===== src/rtl/pkt_pad_seq_if.sv =====
// Handshake bundle for the padding sequencer: message words in, padded block words out.
// The master side drives the message stream and the downstream ready; the slave is the sequencer.
interface pkt_pad_seq_if #(
  parameter int W = 64
);
  logic [W-1:0] in_data;
  logic         in_valid;
  logic         in_last;
  logic         in_ready;
  logic [W-1:0] out_data;
  logic         out_valid;
  logic         out_ready;
  logic         out_blk_end;
  logic         out_last;
  logic         pad_pkt;
  logic         zero_pkt;
  logic         mgln_pkt;

  modport master (
    output in_data, in_valid, in_last, out_ready,
    input  in_ready, out_data, out_valid, out_blk_end, out_last, pad_pkt, zero_pkt, mgln_pkt
  );

  modport slave (
    input  in_data, in_valid, in_last, out_ready,
    output in_ready, out_data, out_valid, out_blk_end, out_last, pad_pkt, zero_pkt, mgln_pkt
  );
endinterface


===== src/rtl/pkt_pad_seq.sv =====
// Padding sequencer: forwards message words in BLK_WORDS-word blocks and appends
// the pad word, zero fill and bit-length word that close the final block.
module pkt_pad_seq #(
  parameter int W         = 64,
  parameter int BLK_WORDS = 16
) (
  input logic          clk,
  input logic          rst_n,
  pkt_pad_seq_if.slave bus
);
  localparam int IDX_W = $clog2(BLK_WORDS);
  localparam logic [IDX_W-1:0] IDX_LAST     = IDX_W'(BLK_WORDS - 1);
  localparam logic [IDX_W-1:0] IDX_PRE_LAST = IDX_W'(BLK_WORDS - 2);
  localparam logic [W-1:0]     PAD_WORD     = {1'b1, {(W-1){1'b0}}};
  localparam logic [W-1:0]     WORD_BITS    = W'(W);

  typedef enum logic [1:0] {
    S_DATA,
    S_PAD,
    S_ZERO,
    S_LEN
  } state_t;

  state_t         state;
  state_t         state_nxt;
  logic [IDX_W-1:0] idx;
  logic [W-1:0]   len_cnt;
  logic           ld;
  logic           accept;
  logic           load_en;
  logic [W-1:0]   load_data;
  logic           load_pad;
  logic           load_zero;
  logic           load_len;

  // The output register may take a new word whenever it is empty or being drained.
  assign ld     = !bus.out_valid | bus.out_ready;
  assign accept = bus.in_valid & bus.in_ready;

  always_ff @(posedge clk or negedge rst_n) begin
    if (!rst_n) begin
      state <= S_DATA;
    end else begin
      state <= state_nxt;
    end
  end

  // The length word must land on the last slot of a block, so the zero fill stops
  // one slot early; a pad landing on the last slot pushes the fill into a fresh block.
  always_comb begin
    state_nxt = state;
    case (state)
      S_DATA: if (accept && bus.in_last) state_nxt = S_PAD;
      S_PAD:  if (ld) state_nxt = (idx == IDX_PRE_LAST) ? S_LEN : S_ZERO;
      S_ZERO: if (ld && (idx == IDX_PRE_LAST)) state_nxt = S_LEN;
      S_LEN:  if (ld) state_nxt = S_DATA;
      default: state_nxt = S_DATA;
    endcase
  end

  always_comb begin
    bus.in_ready = 1'b0;
    load_en      = 1'b0;
    load_data    = '0;
    load_pad     = 1'b0;
    load_zero    = 1'b0;
    load_len     = 1'b0;
    case (state)
      S_DATA: begin
        bus.in_ready = ld;
        load_en      = bus.in_valid & ld;
        load_data    = bus.in_data;
      end
      S_PAD: begin
        load_en   = ld;
        load_data = PAD_WORD;
        load_pad  = 1'b1;
      end
      S_ZERO: begin
        load_en   = ld;
        load_zero = 1'b1;
      end
      S_LEN: begin
        load_en   = ld;
        load_data = len_cnt;
        load_len  = 1'b1;
      end
      default: begin
        load_en = 1'b0;
      end
    endcase
  end

  always_ff @(posedge clk or negedge rst_n) begin
    if (!rst_n) begin
      idx     <= '0;
      len_cnt <= '0;
    end else begin
      if (load_en) begin
        idx <= load_len ? '0 : idx + 1'b1;
      end
      if (load_en && load_len) begin
        len_cnt <= '0;
      end else if (accept) begin
        len_cnt <= len_cnt + WORD_BITS;
      end
    end
  end

  // Flags are cleared together with out_valid so an empty register never shows a tag.
  always_ff @(posedge clk or negedge rst_n) begin
    if (!rst_n) begin
      bus.out_data    <= '0;
      bus.out_valid   <= 1'b0;
      bus.out_blk_end <= 1'b0;
      bus.out_last    <= 1'b0;
      bus.pad_pkt     <= 1'b0;
      bus.zero_pkt    <= 1'b0;
      bus.mgln_pkt    <= 1'b0;
    end else if (load_en) begin
      bus.out_data    <= load_data;
      bus.out_valid   <= 1'b1;
      bus.out_blk_end <= (idx == IDX_LAST);
      bus.out_last    <= load_len;
      bus.pad_pkt     <= load_pad;
      bus.zero_pkt    <= load_zero;
      bus.mgln_pkt    <= load_len;
    end else if (bus.out_ready) begin
      bus.out_valid   <= 1'b0;
      bus.out_blk_end <= 1'b0;
      bus.out_last    <= 1'b0;
      bus.pad_pkt     <= 1'b0;
      bus.zero_pkt    <= 1'b0;
      bus.mgln_pkt    <= 1'b0;
    end
  end
endmodule

===== src/flat_wrapper.sv =====
// flat-port wrapper written by rule: the top's interface ports become plain ports
module pkt_pad_seq_flat 
#(
  parameter int W         = 64,
  parameter int BLK_WORDS = 16
)
  (clk, rst_n, bus_in_data, bus_in_valid, bus_in_last, bus_out_ready, bus_in_ready, bus_out_data, bus_out_valid, bus_out_blk_end, bus_out_last, bus_pad_pkt, bus_zero_pkt, bus_mgln_pkt);
  pkt_pad_seq_if #(.W(W)) bus_i ();
  input logic clk;
  input logic rst_n;
  input wire logic [$bits(bus_i.in_data)-1:0] bus_in_data;
  input wire logic [$bits(bus_i.in_valid)-1:0] bus_in_valid;
  input wire logic [$bits(bus_i.in_last)-1:0] bus_in_last;
  input wire logic [$bits(bus_i.out_ready)-1:0] bus_out_ready;
  output wire logic [$bits(bus_i.in_ready)-1:0] bus_in_ready;
  output wire logic [$bits(bus_i.out_data)-1:0] bus_out_data;
  output wire logic [$bits(bus_i.out_valid)-1:0] bus_out_valid;
  output wire logic [$bits(bus_i.out_blk_end)-1:0] bus_out_blk_end;
  output wire logic [$bits(bus_i.out_last)-1:0] bus_out_last;
  output wire logic [$bits(bus_i.pad_pkt)-1:0] bus_pad_pkt;
  output wire logic [$bits(bus_i.zero_pkt)-1:0] bus_zero_pkt;
  output wire logic [$bits(bus_i.mgln_pkt)-1:0] bus_mgln_pkt;
  assign bus_i.in_data = bus_in_data;
  assign bus_i.in_valid = bus_in_valid;
  assign bus_i.in_last = bus_in_last;
  assign bus_i.out_ready = bus_out_ready;
  assign bus_in_ready = bus_i.in_ready;
  assign bus_out_data = bus_i.out_data;
  assign bus_out_valid = bus_i.out_valid;
  assign bus_out_blk_end = bus_i.out_blk_end;
  assign bus_out_last = bus_i.out_last;
  assign bus_pad_pkt = bus_i.pad_pkt;
  assign bus_zero_pkt = bus_i.zero_pkt;
  assign bus_mgln_pkt = bus_i.mgln_pkt;
  pkt_pad_seq #(.W(W), .BLK_WORDS(BLK_WORDS)) u_core (.clk(clk), .rst_n(rst_n), .bus(bus_i));
endmodule

===== config.mk =====
export PLATFORM = sky130hd
export DESIGN_NAME = pkt_pad_seq_flat
export DESIGN_NICKNAME = d
export VERILOG_FILES = /design/src/rtl/pkt_pad_seq_if.sv /design/src/rtl/pkt_pad_seq.sv /design/src/flat_wrapper.sv
export SDC_FILE = /design/constraint.sdc
export NUM_CORES = 1
export LEC_CHECK = 0
export ABC_AREA = 1
export CORE_MARGIN = 10
export CORE_UTILIZATION = 40
export DETAILED_ROUTE_END_ITERATION = 16
export GPL_TIMING_DRIVEN = 0
export SLEW_MARGIN = 20
export SYNTH_ARGS = -nofsm -noshare
export SYNTH_HDL_FRONTEND = slang
export SYNTH_SLANG_ARGS = --single-unit

===== constraint.sdc =====
create_clock -name clk -period 3.3 [get_ports clk]
set_clock_uncertainty 0.1 [all_clocks]
set_input_delay 0.66 -clock clk [delete_from_list [all_inputs] [get_ports clk]]
set_output_delay 0.66 -clock clk [all_outputs]
set_load 0.005 [all_outputs]

==> results list, run 1 <==
- Averaged over all synthesized cells, the footprint is 7.44 um2.
- The share of total power dissipated in the clock network is 0.268.
- Largest net degree at the start of global routing: 95
- Required time reported for the critical path endpoint: 2.54 ns
- Psw: 2540 uW
- Across every metal layer, demand over resource in global routing totals 0.208.
* Cell with the most instances after synthesis: nand2_1
* Library cell with the largest summed area after synthesis: dfrtp_1
- Reg2Reg Launch Point: u_core.state[0]
* Port-buffer cells: 139
* P&R area growth vs syn: 30.8%
- The worst hold path belongs to the class in2async.
- Of the total power, combinational logic draws 0.396.
- Met2 demand-to-capacity share in global routing: 0.322
* Achievable clock frequency: 362 MHz
- R2r worst-path depth: 9
- Grt peak-use layer: met2
- Hold buffer count at cts: 0
* Cell types occupying the most area after synthesis: dfrtp_1 (45%), nand2_1 (9.8%), nor2_1 (8.8%)
* Violations in the final reports: negative hold slack
- Outcome: finished with violations
* CTS tree: built
* Flop and latch count out of synthesis: 133
* Number of diodes added for antenna fixing: 0
* Share of power burned in registers: 0.336
- The die is 156 um wide.
- Hold WS: -0.00329 ns
* Maximum level of the CTS H-tree: 4
- The setup path with the least slack is of type reg2out.
* Area of the core region: 18100 um2
- The worst-case IR drop observed on VDD is 0.000434 V.
- In this run the worst path has a maximum fanout of 5.
- Of all flip-flops after synthesis, the portion carrying an async set or reset was 1.00.
* Worst-case register-to-register setup slack: 0.77 ns
- For the final routed database, the setup TNS stands at 0 ns.
- Measured on the finished design, the core utilization comes to 0.536.
- Normalized max-slew margin: 0.513
- In this run the critical register-to-register path is captured at u_core.bus.out_data[51].
- For this run, global-route usage on met1 was measured as 0.285.
- Clock tree synthesis found a total of 133 sinks.
* Number of nets in the layout: 1232
* Critical Path Source Type: flop
- The final route contains 7401 vias.
* Ratio of final minimum period to clock period: 0.838
- Counting along the longest clock path gives a buffer depth of 2.
- The die covers 24400 um2.
* RSZ-0062 raised after global routing: no
* Number of detailed-route iterations in the first pass: 5
- For met3 alone, demand over resource in global routing was 0.0455.
* Count of flip-flops with a built-in enable after synthesis: 0
* Combined area of all synthesized cells: 7420 um2
- Measured slew at the worst slew-check pin: 0.729 ns
- Syn Nets: 1073
- Data arrives at the worst endpoint at 2.00 ns.
- The initial antenna violation count was 0.
- Once detail routing completed, the nets flagged for antenna violations numbered 0.
- For this design the top-level I/O count stands at 140.
* CTS clock-pin slew for the worst setup and hold paths: 0.06 ns
* DRT iter0 DRCs: 572
* Yosys top cell area share: 0.449
* Cell area after layout: 9700 um2
- For this design the ratio of total power to cell area is 710 nW/um2.
* Wire length of the first global-routing pass: 40000 um
- The initial utilization of the core area, before any placement, comes to 0.410.
* Clock insertion delay at the later pin of the skew report: 0.44 ns
- # Post-CTS Setup Buffers: 0
* Static power due to leakage: 0.00408 uW
* Final-report max-slew violation count: 0
- List of most frequent post-synthesis cells: nand2_1 (194), nor2_1 (174), dfrtp_1 (133), a21oi_1 (130), nand3_1 (111)
- Post-cts sizing count: 0
- Cell internal power was estimated by the tool at 4350 uW.
* Area after detailed placement: 9130 um2
* Placed wire-length estimate: 19300 um
* Global route total overflow: 0
- Setup-failing EPs final: 0
- The most used flip-flop cell after synthesis is dfrtp_1.
- The Yosys step of the flow raised 0 warnings.
* Max Cap Violations: 0
* Final GP Congestion: 0.985
- The die is 156 um tall.
- The floorplan has 49 rows.
- Sw Ratio: 0.369
- The worst setup path is captured at an output pin.
- Yosys mapped the design onto 39 distinct sky130hd cell types.
- Number of standard cells after synthesis: 997
* Clk root buf: clkbuf_16
* CTS buffer count: 17
- Total power after layout: 6890 uW
- After detailed routing, the total wire length is 25500 um.
* Final Critical Period: 2.76 ns
* Number of remaining DRC errors: 0
* Number of hold-slack violations in the final timing report: 2
- In the final routed layout, each cell accounts on average for 18.2 um.
- For this run, the register share of the synthesized area comes to 0.449.
* Number of global-route vias before repair: 7178
- Layout cells sized above 1: 0.0804
- In the routed layout, each cell is associated on average with a via count of 5.29.
==> area by class of cell <==
| type | instances | area [um2] |
|---|---|---|
| buffer | 45 | 199 |
| clock buffer | 20 | 467 |
| clock inverter | 12 | 104 |
| fill | 1755 | 8380 |
| inverter | 69 | 259 |
| multi-input combinational | 750 | 3640 |
| sequential | 133 | 3330 |
| tap | 229 | 287 |
| timing repair buffer | 140 | 1420 |
==> per-stage QoR <==
stage / setup slack (ns) / std cells
5_1_grt: 0.417 / 1398
6_report: 0.535 / 1398
3_5_place_dp: 0.312 / 1366
3_3_place_gp: -4.15 / 1365
4_1_cts: 0.532 / 1398
2_1_floorplan: 1.47 / 997
==> routing by layer <==
layer	wire length, um	vias to the layer above
li1	-	3631
met1	12200	3493
met2	11300	242
met3	1560	35
met4	420	0
met5	0	-
==> cells by family (layout without fill, tap and decap cells) <==
| group | Yosys count | after routing | synth area share |
|---|---|---|---|
| xor gates and xnor gates | 9 | 9 | 0.0106 |
| DFF | 133 | 133 | 0.449 |
| AOI/OAI and AO/OA | 172 | 172 | 0.120 |
| adders and majority gates | 7 | 7 | 0.0118 |
| buffers and inverters | 114 | 286 | 0.0617 |
| and+or+nand+nor | 562 | 562 | 0.348 |
==> power by group through the flow <==
| stage | logic [uW] | clock network, uW | registers, uW |
|---|---|---|---|
| 6_report | 2730 | 1850 | 2320 |
| 5_1_grt | 3020 | 1940 | 2370 |
| 4_1_cts | 2770 | 1870 | 2320 |
| 3_5_place_dp | 2750 | 0 | 2350 |
| 3_3_place_gp | 2740 | 0 | 2330 |
| 2_1_floorplan | 1250 | 0 | 2350 |
==> cell usage in the layout (no fill, tap or decap), drive strengths merged, types with 3 or more instances in the layout <==
master / n
nor3b: 6
nand3: 114
nand2: 206
nand4: 26
clkbuf: 44
clkinv: 8
inv: 69
buf: 23
nand3b: 3
dfrtp: 133
nor2: 191
a31oi: 5
clkinvlp: 3
xor2: 9
o21ai: 30
nor3: 13
ha: 7
a21oi: 130
clkdlybuf4s50: 138
==> worst max-delay path: stages (launching register included) <==
cell	delay (ns)
dfrtp_1	0.41
inv_1	0.11
ha_1	0.27
inv_1	0.11
nor2_1	0.14
clkdlybuf4s50_1	0.53
==> registers in the layout, indices dropped and copies added (netlist names), 2 cells and up <==
| name | count |
|---|---|
| u_core.bus.out_data | 64 |
| u_core.len_cnt | 58 |
| u_core.idx | 4 |
| u_core.state | 2 |
==> worst max-delay path by stage <==
stage / start / end / slack, ns / cells past startpoint
6_report: u_core.state[0] / bus_in_ready / 0.54 / 5
5_1_grt: u_core.state[0] / bus_in_ready / 0.42 / 5
4_1_cts: bus_out_ready / bus_in_ready / 0.53 / 6
3_5_place_dp: bus_in_valid / u_core.bus.out_data[51] / 0.31 / 9
3_3_place_gp: rst_n / u_core.len_cnt[55] / -4.15 / 1
2_1_floorplan: bus_out_ready / u_core.len_cnt[60] / 1.47 / 10
(Power assumes the default switching activity.)
==> run 2, diff against run 1 <==
- clock period: 3.3 -> 2.72 ns (I/O delays scaled with it)
==> run 2 against run 1 <==
The flow now finishes without violations; global-route usage about the same; sequential share of layout area about the same; routed wire length about the same; count of clock-buffer cells in the layout unchanged; cell count barely moved; largest power group unchanged.
==> results list, run 2 (synthesized netlist as in run 1, its figures left out) <==
* CTS Buffer Depth: 2
- At the worst endpoint, the arrival time is 1.95 ns.
- Measured along the y axis, the die boundary spans 156 um.
- Number of global-route vias before repair: 7188
* Number of nets in the layout: 1233
- The share of total power dissipated in sequential elements is 0.336.
- Top library cells by usage in the layout, fill and taps aside: nand2_1 (194), nor2_1 (173), clkdlybuf4s50_1 (138), dfrtp_1 (133), a21oi_1 (130)
- Layout cells sized above 1: 0.0812
* Final Critical Period: 2.59 ns
- IR analysis of the VDD net gives a maximum drop of 0.000524 V.
* DRT iter0 DRCs: 549
* CTS clock-pin slew for the worst setup and hold paths: 0.06 ns
- Data on the critical path is required at its endpoint by 2.08 ns.
- In this run the power spent charging and discharging nets is 3090 uW.
* Number of diodes added for antenna fixing: 0
- Number of hold-slack violations in the final timing report: 0
- Of the total power, the clock network draws 0.268.
* Placed insts: 1366
- The design draws 8370 uW.
- In this run the worst path has a maximum fanout of 5.
- Max Cap Violations: 0
* Buffers plus inverters on the worst setup path: 3
- Counting the buffers created by CTS gives 17.
* Power share of the combinational group: 0.396
* Commonest non-fill, non-tap cell in the layout: nand2_1
- The cell that appears most often on the critical path is inv_1.
- Before antenna repair, the detailed router went through 5 iterations.
- In the final layout, the registers with the most flip-flops are u_core.bus.out_data: 64 flops, u_core.len_cnt: 58 flops, u_core.idx: 4 flops.
- Clk root buf: clkbuf_16
- Setup total negative slack on the finished layout was measured at 0 ns.
- Initial antenna violation count: 0
- Entering global routing, the biggest net connects 95 pins.
- The worst pin sits at a relative slew slack of 0.513.
- Measured slew at the worst slew-check pin: 0.731 ns
- After detailed routing, the average wire length per cell comes to 18.2 um.
- Routability-driven placement finished with a final weighted congestion of 0.985.
* Final-report max-slew violation count: 0
- Compared with the post-synthesis result, the final layout area differs by 30.9%.
* Setup-failing EPs final: 0
- In this run the static leakage power is 0.00408 uW.
- CP cell instances: inv_1, ha_2, inv_1, nor2_1, clkdlybuf4s50_1
- Power per Cell Area: 862 nW/um2
- In this run the post-CTS setup repair buffer count came out at 0.
* Internal power: 5280 uW
- Top Ports: 140
- Across all setup checks in the final design, the least slack found is 0.128 ns.
* Worst hold path class: reg2reg
- RSZ-0062 raised after global routing: no
- Placed wire-length estimate: 19300 um
- Derived from the worst setup path, the maximum achievable clock frequency is 386 MHz.
- The later pin in the worst-skew pair is clocked with a latency of 0.43 ns.
- Clock tree synthesis found a total of 133 sinks.
* Number of nets with antenna violations after detailed routing: 0
* Die Span X: 156 um
- The run finished with clean final reports.
- Die ar.: 24400 um2
* Sw Ratio: 0.369
- Fill cell total of the finished layout: 1754
* Routed via count: 7387
- Summed over all layers, the routed wires come to 25500 um.
* Worst stage delay on the critical path: 0.53 ns
* Cell with the largest stage delay on the worst path: clkdlybuf4s50_1
* DP Worst Slack: -0.152 ns
* All-Layer GR Usage: 0.208
- Number of flip-flops under the largest register name: 64
- For this run, design rule violations remaining after detail routing come to 0.
- The worst setup path is captured at an output pin.
* Ratio of final minimum period to clock period: 0.953
* Global route total overflow: 0
- The finished layout holds 1399 standard cells, fillers aside.
* Vias per Instance: 5.28
* Register with the most flip-flops: u_core.bus.out_data
* Critical path start-end classification: reg2out
* CTS tree: built
- Area of the core region: 18100 um2
- Row generation in the floorplan step produced 49 rows.
* Starting utilization of the core area: 0.410
- Cell family with the largest share of critical-path delay: buffers and inverters
* Wire length of the first global-routing pass: 40100 um
- Critical Path Source Type: flop
- In this run the tool buffered the top-level ports with 139 buffer cells.
* Maximum level of the CTS H-tree: 4
[run 2: cell count changes in the layout (fill, tap and decap cells not counted)]
cell	before	now
ha_1	7	6
ha_2	0	1
dlygate4sd3_1	0	1
[run 2: worst paths after layout]
path | slack (ns) | cells after the start | endpoint | start
max | 0.13 | 5 | bus_in_ready | u_core.state[0]
min | 0.39 | 2 | u_core.bus.out_data[6] | u_core.bus.out_data[6]
max reg2reg | 0.26 | 9 | u_core.bus.out_data[51] | u_core.state[0]
min reg2reg | 0.39 | 2 | u_core.bus.out_data[6] | u_core.bus.out_data[6]
max in group asynchronous | 1.25 | 3 | u_core.len_cnt[57] | rst_n
min in group asynchronous | 0.48 | 2 | u_core.bus.out_data[32] | rst_n
[run 2: area by class of cell]
cell class,instances,area (um2),share of cell area
Buffer,45,199,0.0205
Clock buffer,20,467,0.0480
Clock inverter,12,104,0.0107
Inverter,69,259,0.0267
Multi-Input combinational cell,750,3640,0.375
Sequential cell,133,3330,0.343
Tap cell,229,287,0.0295
Timing Repair Buffer,141,1430,0.148
[run 2: metrics by stage]
step / util / area, um2 / hold slack [ns]
detailed placement: 0.505 / 9130 / 0.348
global placement: 0.503 / 9100 / 0.365
floorplan: - / 7420 / 0.148
CTS: 0.537 / 9710 / 0.391
global route: 0.537 / 9720 / 0.429
finish: 0.537 / 9720 / 0.387
[run 2: power groups by stage]
| stage | Clock [uW] | Sequential, uW | Combinational (uW) |
|---|---|---|---|
| floorplan | 0 | 2860 | 1520 |
| global placement | 0 | 2820 | 3320 |
| detailed placement | 0 | 2850 | 3340 |
| CTS | 2270 | 2810 | 3360 |
| global route | 2350 | 2880 | 3670 |
| finish | 2250 | 2810 | 3320 |
[run 2: per-layer routing]
layer | track usage | vias to the layer above | wire length [um]
met4 | 0.0638 | 0 | 371
met1 | 0.285 | 3499 | 12200
li1 | - | 3631 | -
met3 | 0.0452 | 34 | 1510
met2 | 0.322 | 223 | 11300
met5 | 0 | - | 0
[run 2: timing repair]
item,in CTS,in global routing
gates resized for setup,0,1
hold endpoints to repair,39,0
setup endpoints to repair,0,2
hold buffers,1,0
[run 2: worst min-delay path: stages (launching register included)]
cell     delay [ns]
dfrtp_1        0.34
nand2_1        0.05
o21ai_0        0.06
==> RTL change 1: new RTL, settings of run 1 <==
Re-encode `state_t` (4 states) as one-hot, 4 bits wide.
--- a/src/rtl/pkt_pad_seq.sv
+++ b/src/rtl/pkt_pad_seq.sv
@@ -14,11 +14,11 @@
   localparam logic [W-1:0]     PAD_WORD     = {1'b1, {(W-1){1'b0}}};
   localparam logic [W-1:0]     WORD_BITS    = W'(W);
 
-  typedef enum logic [1:0] {
-    S_DATA,
-    S_PAD,
-    S_ZERO,
-    S_LEN
+  typedef enum logic [3:0] {
+    S_DATA = 4'b0001,
+    S_PAD  = 4'b0010,
+    S_ZERO = 4'b0100,
+    S_LEN  = 4'b1000
   } state_t;
 
   state_t         state;
Behaviour: no difference found for any inputs over 10 cycles, from zero or initial values and one cycle with rst_n low; not proved beyond that.
==> RTL change 1 against run 1 <==
Synthesized area is 0.35% higher; largest power group unchanged; power is 0.56% higher; routed wire length is 3.1% lower; highest routed layer unchanged; worst setup slack got worse by 0.0078 ns; register-to-register slack better by 0.30 ns; worst hold slack improved by 0.076 ns; sequential cell count grew 2; final area up 0.68%; first-iteration DRC count fell by 2.3%.
==> RTL change 1: results (changes against run 1) <==
[status]
status=completed

[power_and_ir_drop]
combPwrFrac_pct=36.1  ; -3.5 points
p_sw_mw=2.46  ; -3.3%
max-vdd-ir-drop_uv=458  ; +5.5%
p_leak_nw=4.63  ; +14%
seqPwrFrac_pct=35.3  ; +1.7 points

[logic_synthesis]
synth_fa_ha_area_share_pct=0.504  ; -0.68 points
synth_common_cells=nand2_1, nand3_1, nor2_1, dfrtp_1, inv_1
synth_compound_area_share_pct=4.64  ; -7.3 points
syn-num-nets=1127  ; +5.0%
ys_seq_area_share_pct=45.4  ; +0.53 points
synth_cell_types=36  ; -7.7%
synthXorXnorAreaFrac_pct=0.588  ; -0.47 points
synth.area.top_cells=dfrtp_1, nand2_1, nand3_1

[cells_and_area]
fill_cells=1812  ; +3.2%
num_antenna_cells=0  ; unchanged
reg.largest.list=u_core.bus.out_data (64), u_core.len_cnt (58)
final_nets=1286  ; +4.4%
drive_above_1_share_pct=7.34  ; -0.70 points

[cts]
cts_tree=built
insertion_delay_ns=0.43
post-cts-setup-buffers=0  ; unchanged
htree_levels=4  ; unchanged

[route]
drt-met1-wl_mm=11.5  ; -5.8%
wl_mm=24.7  ; -3.1%
drcViolationCount=0  ; unchanged
wl_met3_mm=1.81  ; +16%
drtIter0Drc=559  ; -2.3%
wl_met2_mm=11.1  ; -2.3%
via_per_inst=5.11  ; -3.5%

[hold_path]
min_path_type=in -> async

[setup_path]
cp_max_fo=8  ; +3
path_delay_family=buffers and inverters
reg2reg_depth=10  ; +1
reg2reg_from=u_core.len_cnt[7]
critPathMaxStageDelay_ns=0.50  ; -0.03 ns
timing.rr.end=u_core.len_cnt[56]
critPathLaunch=bus_out_ready

[global_route]
grt_pass1_wl_mm=39.9  ; -0.41%
met1_usage_pct=27.9  ; -0.63 points
grt_pass1_vias=7304  ; +1.8%
met3_usage_pct=4.91  ; +0.36 points
grt_start_max_net_pins=70  ; -26%
grt_usage_pct=20.6  ; -0.26 points
grt.met2_usage_pct=32.1  ; -0.047 points

[sta]
max_slew_margin_pct=64.6  ; +13 points
min_period_over_period_pct=84.0  ; +0.24 points

[job]
max_cap_viol_count=0  ; unchanged

[placed_design]
place.gp.congestion=0.954  ; -3.2%
place_ws_ns=0.516  ; +0.204 ns
dpl.hpwl_mm=18.8  ; -2.4%

==> RTL change 1: changes by cell type after synthesis, sizes merged, moves of 6 or more <==
cell and delta:
nand4 -10, nor2 -16, nor3b -6, nand3 +73, clkbuf -13, xor2 -6, inv +21, o21ai -6
buf +9, nand2 +117, a21oi -98
==> RTL change 1: layout make-up <==
class,count,area share [%]
multi-input combinational,789,35.8
sequential,135,34.6
buffer,41,2.29
tap,229,2.93
clock buffer,20,4.78
clock inverter,11,1.50
inverter,90,3.48
timing repair buffer,140,14.6
==> RTL change 1: stage by stage <==
step	hold WS (ns)	cell area, µm²	instances	total power [mW]	utilization [%]
floorplan	0.264	7450	1055	3.71	-
finish	0.0727	9770	1455	6.93	53.8
global placement	0.363	9120	1423	4.98	50.3
global route	0.119	9770	1455	7.41	53.8
detailed placement	0.365	9160	1424	5.01	50.5
CTS	0.0973	9770	1455	7.02	53.8
==> RTL change 2: new RTL, settings of run 1 <==
Made on the original files. `W` is set to 64 in 3 places; all go to 68.
--- a/src/rtl/pkt_pad_seq_if.sv
+++ b/src/rtl/pkt_pad_seq_if.sv
@@ -1,7 +1,7 @@
 // Handshake bundle for the padding sequencer: message words in, padded block words out.
 // The master side drives the message stream and the downstream ready; the slave is the sequencer.
 interface pkt_pad_seq_if #(
-  parameter int W = 64
+  parameter int W = 68
 );
   logic [W-1:0] in_data;
   logic         in_valid;
--- a/src/rtl/pkt_pad_seq.sv
+++ b/src/rtl/pkt_pad_seq.sv
@@ -1,7 +1,7 @@
 // Padding sequencer: forwards message words in BLK_WORDS-word blocks and appends
 // the pad word, zero fill and bit-length word that close the final block.
 module pkt_pad_seq #(
-  parameter int W         = 64,
+  parameter int W         = 68,
   parameter int BLK_WORDS = 16
 ) (
   input logic          clk,
--- a/src/flat_wrapper.sv
+++ b/src/flat_wrapper.sv
@@ -1,7 +1,7 @@
 // flat-port wrapper written by rule: the top's interface ports become plain ports
 module pkt_pad_seq_flat 
 #(
-  parameter int W         = 64,
+  parameter int W         = 68,
   parameter int BLK_WORDS = 16
 )
   (clk, rst_n, bus_in_data, bus_in_valid, bus_in_last, bus_out_ready, bus_in_ready, bus_out_data, bus_out_valid, bus_out_blk_end, bus_out_last, bus_pad_pkt, bus_zero_pkt, bus_mgln_pkt);
Ports: changed (resized bus_in_data and bus_out_data); port bits go from 140 to 148. No check against the original RTL was run, so the function may have changed too.
==> RTL change 2 against run 1 <==
Worst setup slack got worse by 0.25 ns; largest power group unchanged; routed wire length is 11% higher; clock power increased by 9.7%; critical endpoint unchanged; maximum frequency fell by 8.2%; sequential cell count is 12 higher; synthesized cell count rose by 5.4%; final cell count grew 6.9%; largest cell class unchanged; synthesized area up 8.4%; power increased by 0.55%; final area up 8.0%.
==> RTL change 2: results (changes against run 1) <==
[placed_design]
place_ws_ns=-0.177  ; -0.489 ns
dpl_cell_area_um2=9880  ; +8.2%
dpl.hpwl_mm=21.5  ; +12%
place.gp.congestion=0.899  ; -8.8%

[status]
status=completed

[setup_path]
worstPathArrival_ns=2.25  ; +0.25 ns
critPathMaxStageDelay_ns=0.51  ; -0.02 ns
cp_max_fo=26  ; +21

[floorplan]
n_tap_cell=265  ; +16%

[logic_synthesis]
synth_common_cells=nand2_1, nand3_1, dfrtp_1, nor2_1, inv_1
syn-num-nets=1132  ; +5.5%
ys_seq_area_share_pct=45.1  ; +0.25 points
syn_area_per_cell_um2=7.65  ; +2.8%

[cells_and_area]
bufAreaShareNonClock_pct=16.2  ; -0.53 points
fill_cells=1946  ; +11%
flops_and_latches=145  ; +9.0%
clock_cell_area_share_pct=5.76  ; -0.12 points
drive_above_1_share_pct=8.95  ; +0.91 points
seq_area_share_pct=34.6  ; +0.33 points
multi_input_cells=760  ; +1.3%
inv_count=102  ; +48%
clockBufferCount=19  ; -5.0%

[global_route]
grt_start_max_net_pins=79  ; -17%
grt_pass1_wl_mm=46.0  ; +15%
grt_usage_pct=22.0  ; +1.2 points
grt_pass1_vias=8041  ; +12%

[sta]
tightest_slew_ns=0.768  ; +0.0388 ns

[power_and_ir_drop]
seqPwrFrac_pct=34.1  ; +0.5 points
p_leak_nw=4.38  ; +7.3%
netSwitchingFraction_pct=37.0  ; +0.14 points
pg_comb_mw=2.53  ; -7%
max-vdd-ir-drop_uv=405  ; -6.6%

[route]
num_vias=7846  ; +6.0%
wire_per_inst_um=19.0  ; +4.0%
drtIter0Drc=738  ; +29%

[RTL change 2: cell count changes in the layout (fill, tap and decap cells not counted), sizes merged, moves of 4 or more]
cell,delta
inv,+33
clkbuf,-4
nor3b,-4
nor3,+12
nand2,+39
nand3,+47
clkdlybuf4s50,+8
a21oi,-93
dfrtp,+12
o211ai,+45
nor2,-34
[RTL change 2: final timing paths]
| path | to | start | slack [ns] | depth (start not counted) |
|---|---|---|---|---|
| worst max-delay path | bus_in_ready | u_core.state[0] | 0.29 | 6 |
| worst max register to register | u_core.len_cnt[42] | u_core.state[0] | 0.58 | 9 |
| worst min register to register | u_core.bus.out_blk_end | u_core.bus.out_blk_end | 0.39 | 2 |
| max in group asynchronous | u_core.len_cnt[45] | rst_n | 2.25 | 2 |
| min in group clk | u_core.bus.out_blk_end | u_core.bus.out_blk_end | 0.39 | 2 |
| worst min-delay path | u_core.idx[2] | rst_n | 0.07 | 1 |
[RTL change 2: routing by layer]
metal | track usage, % | wire length [µm] | up-vias
li1 | - | - | 3833
met1 | 31.2 | 14100 | 3753
met2 | 33.4 | 12400 | 233
met3 | 4.27 | 1490 | 27
met4 | 6.04 | 383 | 0
met5 | 0 | 0 | -
[RTL change 2: cells by family after synthesis]
| logic type | after synthesis | share of synthesized area (%) |
|---|---|---|
| AOI/OAI and AO/OA | 122 | 9.55 |
| xor gates and xnor gates | 7 | 0.762 |
| adders and majority gates | 8 | 1.24 |
| buffers and inverters | 146 | 7.29 |
| DFF | 145 | 45.1 |
| and+or+nand+nor | 623 | 36.0 |
